<file path="src/rtl/bs_host_if.sv">
// bs_host_if: host register interface that sequences a command/status handshake with a processor
module bs_host_if #(
   parameter int TIMEOUT = 65535
) (
   input  logic        clk,
   input  logic        nreset,
   input  logic        wr_en,
   input  logic        rd_en,
   input  logic [3:0]  addr,
   input  logic [31:0] wdata,
   output logic [31:0] rdata,
   output logic        rvalid,
   output logic        irq,
   output logic [31:0] constK,
   output logic [31:0] const1,
   output logic [31:0] const2,
   output logic [31:0] const3,
   output logic [3:0]  cmd,
   input  logic [3:0]  status,
   input  logic [31:0] dout
);
   localparam int CW = $clog2(TIMEOUT + 1);
   typedef enum logic [2:0] {IDLE, ISSUE, WAIT, ACK, DONE, ERR} state_t;
   state_t state_q, state_d;
   logic [CW-1:0] cnt_q, cnt_d;
   logic [31:0] k_q, k_d, c1_q, c1_d, c2_q, c2_d, c3_q, c3_d, result_q, result_d;
   logic [31:0] rdata_q, rdata_d, rmux, stat;
   logic rvalid_q, rvalid_d, busy, done, err, start, clr, stat_rd;
   always_comb begin
      busy = state_q inside {ISSUE, WAIT, ACK};
      done = state_q == DONE;
      err = state_q == ERR;
      start = wr_en && addr == 4'd0 && wdata[0];
      clr = wr_en && addr == 4'd0 && wdata[1];
      stat_rd = rd_en && addr == 4'd1;
      stat = {24'd0, status, 1'b0, err, done, busy};
      k_d = (wr_en && !busy && addr == 4'd2) ? wdata : k_q;
      c1_d = (wr_en && !busy && addr == 4'd3) ? wdata : c1_q;
      c2_d = (wr_en && !busy && addr == 4'd4) ? wdata : c2_q;
      c3_d = (wr_en && !busy && addr == 4'd5) ? wdata : c3_q;
      case (addr)
         4'd1:    rmux = stat;
         4'd2:    rmux = k_q;
         4'd3:    rmux = c1_q;
         4'd4:    rmux = c2_q;
         4'd5:    rmux = c3_q;
         4'd6:    rmux = result_q;
         default: rmux = '0;
      endcase
      rdata_d = rd_en ? rmux : '0;
      rvalid_d = rd_en;
      state_d = state_q;
      cnt_d = cnt_q;
      result_d = result_q;
      case (state_q)
         IDLE:  state_d = start ? ISSUE : IDLE;
         ISSUE: begin
            if (status == 4'd1) begin
               state_d = WAIT;
               cnt_d = '0;
            end
         end
         WAIT: begin
            if (status == 4'd2) begin
               state_d = ACK;
               result_d = dout;
            end else if (cnt_q == CW'(TIMEOUT - 1)) state_d = ERR;
            else cnt_d = cnt_q + 1'b1;
         end
         ACK:   state_d = (status == 4'd0) ? DONE : ACK;
         DONE:  state_d = start ? ISSUE : stat_rd ? IDLE : DONE;
         ERR:   state_d = clr ? IDLE : ERR;
         default: state_d = IDLE;
      endcase
   end
   always_ff @(posedge clk or negedge nreset) begin
      if (!nreset) begin
         state_q <= IDLE;
         cnt_q <= '0;
         k_q <= '0;
         c1_q <= '0;
         c2_q <= '0;
         c3_q <= '0;
         result_q <= '0;
         rdata_q <= '0;
         rvalid_q <= 1'b0;
      end else begin
         state_q <= state_d;
         cnt_q <= cnt_d;
         k_q <= k_d;
         c1_q <= c1_d;
         c2_q <= c2_d;
         c3_q <= c3_d;
         result_q <= result_d;
         rdata_q <= rdata_d;
         rvalid_q <= rvalid_d;
      end
   end
   assign cmd = state_q == ISSUE ? 4'd1 : state_q == ACK ? 4'd2 : 4'd0;
   assign irq = done | err;
   assign rdata = rdata_q;
   assign rvalid = rvalid_q;
   assign constK = k_q;
   assign const1 = c1_q;
   assign const2 = c2_q;
   assign const3 = c3_q;
endmodule

</file>
<file path="config.mk">
export PLATFORM = sky130hd
export DESIGN_NAME = bs_host_if
export DESIGN_NICKNAME = d
export VERILOG_FILES = /design/src/rtl/bs_host_if.sv
export SDC_FILE = /design/constraint.sdc
export NUM_CORES = 1
export LEC_CHECK = 0
export CAP_MARGIN = 25
export CORE_MARGIN = 10
export CORE_UTILIZATION = 45
export DETAILED_ROUTE_END_ITERATION = 7
export PLACE_DENSITY = 0.87
export SLEW_MARGIN = 20
export SYNTH_ARGS = -nofsm -noshare
export SYNTH_HDL_FRONTEND = slang
export SYNTH_SLANG_ARGS = --single-unit
</file>
<file path="constraint.sdc">
create_clock -name clk -period 2.2 [get_ports clk]
set_input_delay 0.66 -clock clk [delete_from_list [all_inputs] [get_ports clk]]
set_output_delay 0.66 -clock clk [all_outputs]
set_load 0.005 [all_outputs]
</file>
; ---- Word-level counts from Yosys, hierarchy flattened
; Index checks and enable logic that the tools add are counted.
[classes]
n_bitwise = 1
add_sub_neg = 1
reduce_logical = 18
eq_ne = 18
muxes = 17
[op_table]
columns = operator, n
row1 = 32-bit case mux with 6 select lines, 1
row2 = 16-bit two-way mux, 3
row3 = 32-bit two-way mux, 1
row4 = 16-bit case mux with 2 select lines, 1
row5 = 3-bit two-way mux, 7
row6 = 3-bit case mux with 6 select lines, 1
row7 = 16-bit by 1-bit adder with 16-bit output (second input constant), 1
row8 = 16-bit equality test (second input constant), 1
row9 = 4-bit by 2-bit equality test with 1-bit output (second input constant), 3
row10 = 4-bit by 3-bit equality test with 1-bit output (second input constant), 3
row11 = 1-bit logical AND, 9
row12 = 4-bit by 1-bit equality test with 1-bit output (second input constant), 2
row13 = 4-bit zero test, 2
row14 = 3-bit by 2-bit equality test with 1-bit output (second input constant), 2
row15 = 3-bit equality test (second input constant), 2
row16 = 2-bit two-way mux, 2
row17 = 2-bit != test (second input constant), 2
row18 = 2-bit AND reduction, 2
row19 = 4-bit AND reduction, 1
row20 = 3-bit by 1-bit equality test with 1-bit output (second input constant), 1
row21 = 3-bit zero test, 1
row22 = 3-bit by 1-bit != test with 1-bit output (second input constant), 1
row23 = 3-bit nonzero test, 1
row24 = 2-bit by 1-bit != test with 1-bit output (second input constant), 1
row25 = other kinds (4), 4
[word_totals]
elab_cells = 64
reg_bits = 212
output_inout_bits = 166

; ---- Logic depth before layout (Yosys ltp)
[logic_depth]
word_depth = 5
depth_mapped = 7
depth_no_buf = 6

; ---- Worst setup path before layout
; No wires, ideal clock.
[synth_timing]
kind = input-to-reg
from = in status[1]
to = reg cnt_q[8]
path_stages = 5
slack_ns = 0.028
n_path_buf = 0
t_arrival_ns = 2.095
setup_time_ns = 0.077
path_cell_list = or4b_4 -> o22ai_4 -> o21ai_2 -> or4_1 -> a21oi_1
[synth_between]
elab_chain_cells = 3
[synth_lines]
columns = element, line
row1 = "start, declared", 19  ; input logic [3:0] status,
row2 = 4-bit by 2-bit equality test with 1-bit output / 4-bit by 1-bit equality test with 1-bit output (equally long branches), "64, 58"
row3 = 2-bit != test (no line) / 2-bit by 1-bit != test with 1-bit output (equally long branches), n/a
row4 = 4-bit AND reduction (no line) *, n/a
row5 = "end signal, assigned", 89  ; cnt_q <= cnt_d;
row6 = "end, declared", 25  ; logic [CW-1:0] cnt_q, cnt_d;
; Mark *: on every way between the ends. The rest lies on a longest branch, timed or not.
; A chain may end at the register's enable or synchronous reset.

; ---- Final worst setup path
; Same ends and word-level chain as after synthesis.

==> flow_metrics.py <==
metrics = {
    "outcome": {
        "status": "complete, no violations",
    },
    "cts": {
        "cts_buffers": 22,
        "clk_latency_ps": 500,
        "cts_tree": "yes",
        "cts-htree-levels": 1,
        "hold_buffers": 0,
        "ctsLongestPathBuffers": 3,
        "ctsRootBufferMaster": "clkbuf_16",
        "clock_sinks": 212,
        "clkTransAtPathRegs_ps": 60,
    },
    "cells_and_area": {
        "drive_gt1_share_pct": 30.36,
        "regArea_um2": 5305,
        "fin_nets": 1029,
        "utilization_pct": 67.04,
        "fin_cells": 1230,
        "area_growth_pct": 46.00,
        "multi_input_area_um2": 3512,
        "fillerInstances": 1412,
        "stdcell_area_um2": 13090,
        "num_antenna_cells": 0,
    },
    "logic_synthesis": {
        "netlist_instances": 660,
        "ys_async_sr_fraction_pct": 100.0,
        "synth_edf_count": 0,
        "ys_seq_area_share_pct": 59.17,
        "synth_ff_type": "dfrtp_1",
        "yosys.cell_types.count": 55,
        "avgSynthCellArea_um2": 13.58,
        "netlist_area_um2": 8966,
        "ys_warn_count": 0,
        "ys_ff_latch": 212,
    },
    "routing": {
        "viasPerCell": 5.741,
        "vias": 7062,
        "wl_per_cell_um": 24.21,
        "drt_iter0_drc": 530,
        "drtAntennaViolNets": 0,
        "routed_wl_mm": 29.78,
        "drcViolationCount": 0,
        "drt-pass1-iter-count": 7,
    },
    "floorplanning": {
        "floorplan.die.height_um": 161.2,
        "top_level_ports": 242,
        "core_um2": 19530,
        "start_util_pct": 45.92,
        "design.die.area_um2": 25970,
        "die_w_um": 161.2,
        "row_count": 51,
    },
    "critical_path": {
        "cp_slowest_cell": "or4b_4",
        "criticalPathCategory": "in -> reg",
        "max_stage_delay_ps": 570,
        "endpoint_kind": "flop",
        "crit_family": "simple AND/OR/NAND/NOR gates",
        "cp.arrival_ps": 2590,
        "cp.required_ps": 2620,
        "critical_path_buf_inv_count": 1,
        "worstSetupStartpointType": "primary input",
        "path_cells": "clkdlybuf4s50_1, or4b_4, o22ai_4, o21ai_2, or4_4, a21oi_2",
        "worstPathMaxFanout": 4,
    },
    "placed_design": {
        "hpwl_mm": 20.68,
        "place.gp.congestion": 0.8796,
        "dpl_cell_area_um2": 12270,
        "post-place-cells": 1190,
        "port_buffers": 239,
    },
    "timing": {
        "setup_viol_count_final": 0,
        "hold_viol": 0,
        "slew_headroom_pct": 62.40,
        "grt_setup_unrepaired": "true",
        "drv_slew": 0,
        "fmax_mhz": 461.5,
        "tightest_slew_ps": 559.2,
        "fin_tns_setup_ps": 0,
        "skew_ps": 12.07,
        "min_period_over_period_pct": 98.49,
        "hold_ws_ps": 69.88,
        "fin_crit_ps": 2167,
    },
    "power": {
        "ir_drop_mv": 0.8995,
        "p_leak_nw": 5.662,
        "power_density_nw_per_um2": 1175,
    },
    "worst_hold_path": {
        "hold_path.class": "in -> async",
    },
    "global_routing": {
        "first_global_vias": 7900,
        "grt-ovfl-total": 0,
        "antenna_found_initial": 0,
        "grtUsageTotal_pct": 22.33,
        "grt_max_degree": 73,
        "grt_pass1_wl_mm": 46.29,
    },
    "run": {
        "drv_cap": 0,
    },
}
-- where the power goes --
group | internal (W) | leakage, nW | switching (W)
logic | 0.00322 | 2.52 | 0.00168
registers | 0.00533 | 2.75 | 0.00119
clock network | 0.00246 | 0.393 | 0.00149
total | 0.0110 | 5.66 | 0.00437
-- per-layer routing --
layer  part of all wire (%)  global-route usage [%]  vias up
met1                     38                   25.70     3578
met3                    9.0                   7.092       75
met4                    3.4                   8.023        0
li1                       -                       -     3084
met2                     50                   38.29      325
met5                      0                       0        -
-- worst register-to-register path: cells and delay by family, from the launching register on --
kind	cells	cell delay, ps
mux	1	310
buf+inv	3	510
compound gates	1	130
simple gates	2	610
flops	1	390
-- what timing repair did --
action | in CTS | in global routing
pin swaps | 1 | 1
endpoints found under the setup margin | 3 | 4
setup buffers | 1 | 1
gates cloned | 0 | 0
resized for setup | 11 | 5
-- area by class of cell --
cell class	instances	share of cell area, %
Clock buffer	34	5.477
Clock inverter	4	0.5353
Inverter	5	0.1529
Multi-Input combinational cell	400	26.83
Sequential cell	212	40.53
Tap cell	265	2.533
Timing Repair Buffer	310	23.94
-- synth_stat cells (all sizes together) (2+ instances only) --
master	number	share of area [%]
a211o	2	0.20
a21oi	32	1.8
a222oi	25	2.8
a22o	4	0.40
a22oi	41	3.4
a31oi	10	0.70
and2	2	0.14
and3	2	0.15
and4	4	0.40
buf	22	1.3
clkbuf	22	0.92
dfrtp	212	59
ha	2	0.28
inv	4	0.17
mux2	160	20
nand2	22	0.92
nand2b	3	0.21
nand3	8	0.45
nand4	6	0.42
nor2	16	0.67
nor2b	4	0.28
nor3	7	0.39
nor4	4	0.28
nor4b	2	0.43
o2111ai	2	0.20
o21ai	7	0.43
o31ai	4	0.33
or3	4	0.29
or3b	2	0.25
or4	2	0.17
xnor2	5	0.49
xor2	5	0.49
-- registers in the layout, indices dropped and copies added, names as in the netlist --
| register | count |
|---|---|
| result_q | 32 |
| rdata | 32 |
| cnt_q | 16 |
| state_q | 3 |
| rvalid | 1 |
| const2 | 32 |
| const1 | 32 |
| const3 | 32 |
| constK | 32 |
-- worst paths after layout --
path,to,slack [ps],cells after the start,from
worst min register to register,result_q[14],510,1,result_q[14]
worst max register to register,const2[1],120,7,state_q[1]
worst max-delay path,cnt_q[8],30,6,status[1]
max in group asynchronous,result_q[27],1450,2,nreset
worst min-delay path,rdata[8],70,1,nreset
min in group clk,result_q[14],510,1,result_q[14]
-- per-stage QoR --
| step | total power, W | setup WS (ps) |
|---|---|---|
| 2_1_floorplan | 0.007963 | 27.98 |
| 3_3_place_gp | 0.01117 | -396.8 |
| 3_5_place_dp | 0.01142 | -484.4 |
| 4_1_cts | 0.01550 | 2.012 |
| 5_1_grt | 0.01616 | -24.38 |
| 6_report | 0.01538 | 33.32 |
-- cells in the final DEF, fill, tap and decap left out, drive strengths merged, types with 2 or more instances in the layout --
| cell | Yosys | layout |
|---|---|---|
| or4 | 2 | 2 |
| ha | 2 | 2 |
| o21ai | 7 | 7 |
| mux2 | 160 | 160 |
| xnor2 | 5 | 5 |
| nor3 | 7 | 7 |
| and2 | 2 | 2 |
| a21oi | 32 | 32 |
| a211o | 2 | 2 |
| nand2b | 3 | 3 |
| clkinv | 1 | 3 |
| and4 | 4 | 4 |
| clkbuf | 22 | 36 |
| inv | 4 | 4 |
| conb | 1 | 2 |
| nor4 | 4 | 4 |
| nor4b | 2 | 2 |
| buf | 22 | 72 |
| a22o | 4 | 4 |
| or3 | 4 | 4 |
| a22oi | 41 | 41 |
| dfrtp | 212 | 212 |
| o31ai | 4 | 4 |
| nand3 | 8 | 8 |
| nand4 | 6 | 6 |
| nor2b | 4 | 4 |
| and3 | 2 | 2 |
| bufinv | 0 | 2 |
| xor2 | 5 | 5 |
| nand2 | 22 | 22 |
| nor2 | 16 | 16 |
| or3b | 2 | 2 |
| clkdlybuf4s50 | 0 | 235 |
| o2111ai | 2 | 2 |
| a222oi | 25 | 25 |
| a31oi | 10 | 10 |
-- logic make-up (layout without fill, tap and decap cells) --
group           after synthesis  after routing  synth area share, %
other cells                   1              2              0.04182
xor+xnor                     10             10               0.9768
buf+inv                      49            353                2.456
simple gates                 92             92                5.861
flops                       212            212                59.17
fa+ha+maj                     2              2               0.2791
mux                         160            160                20.09
compound gates              134            134                11.12
No activity file was read; power rests on OpenSTA's default activity.
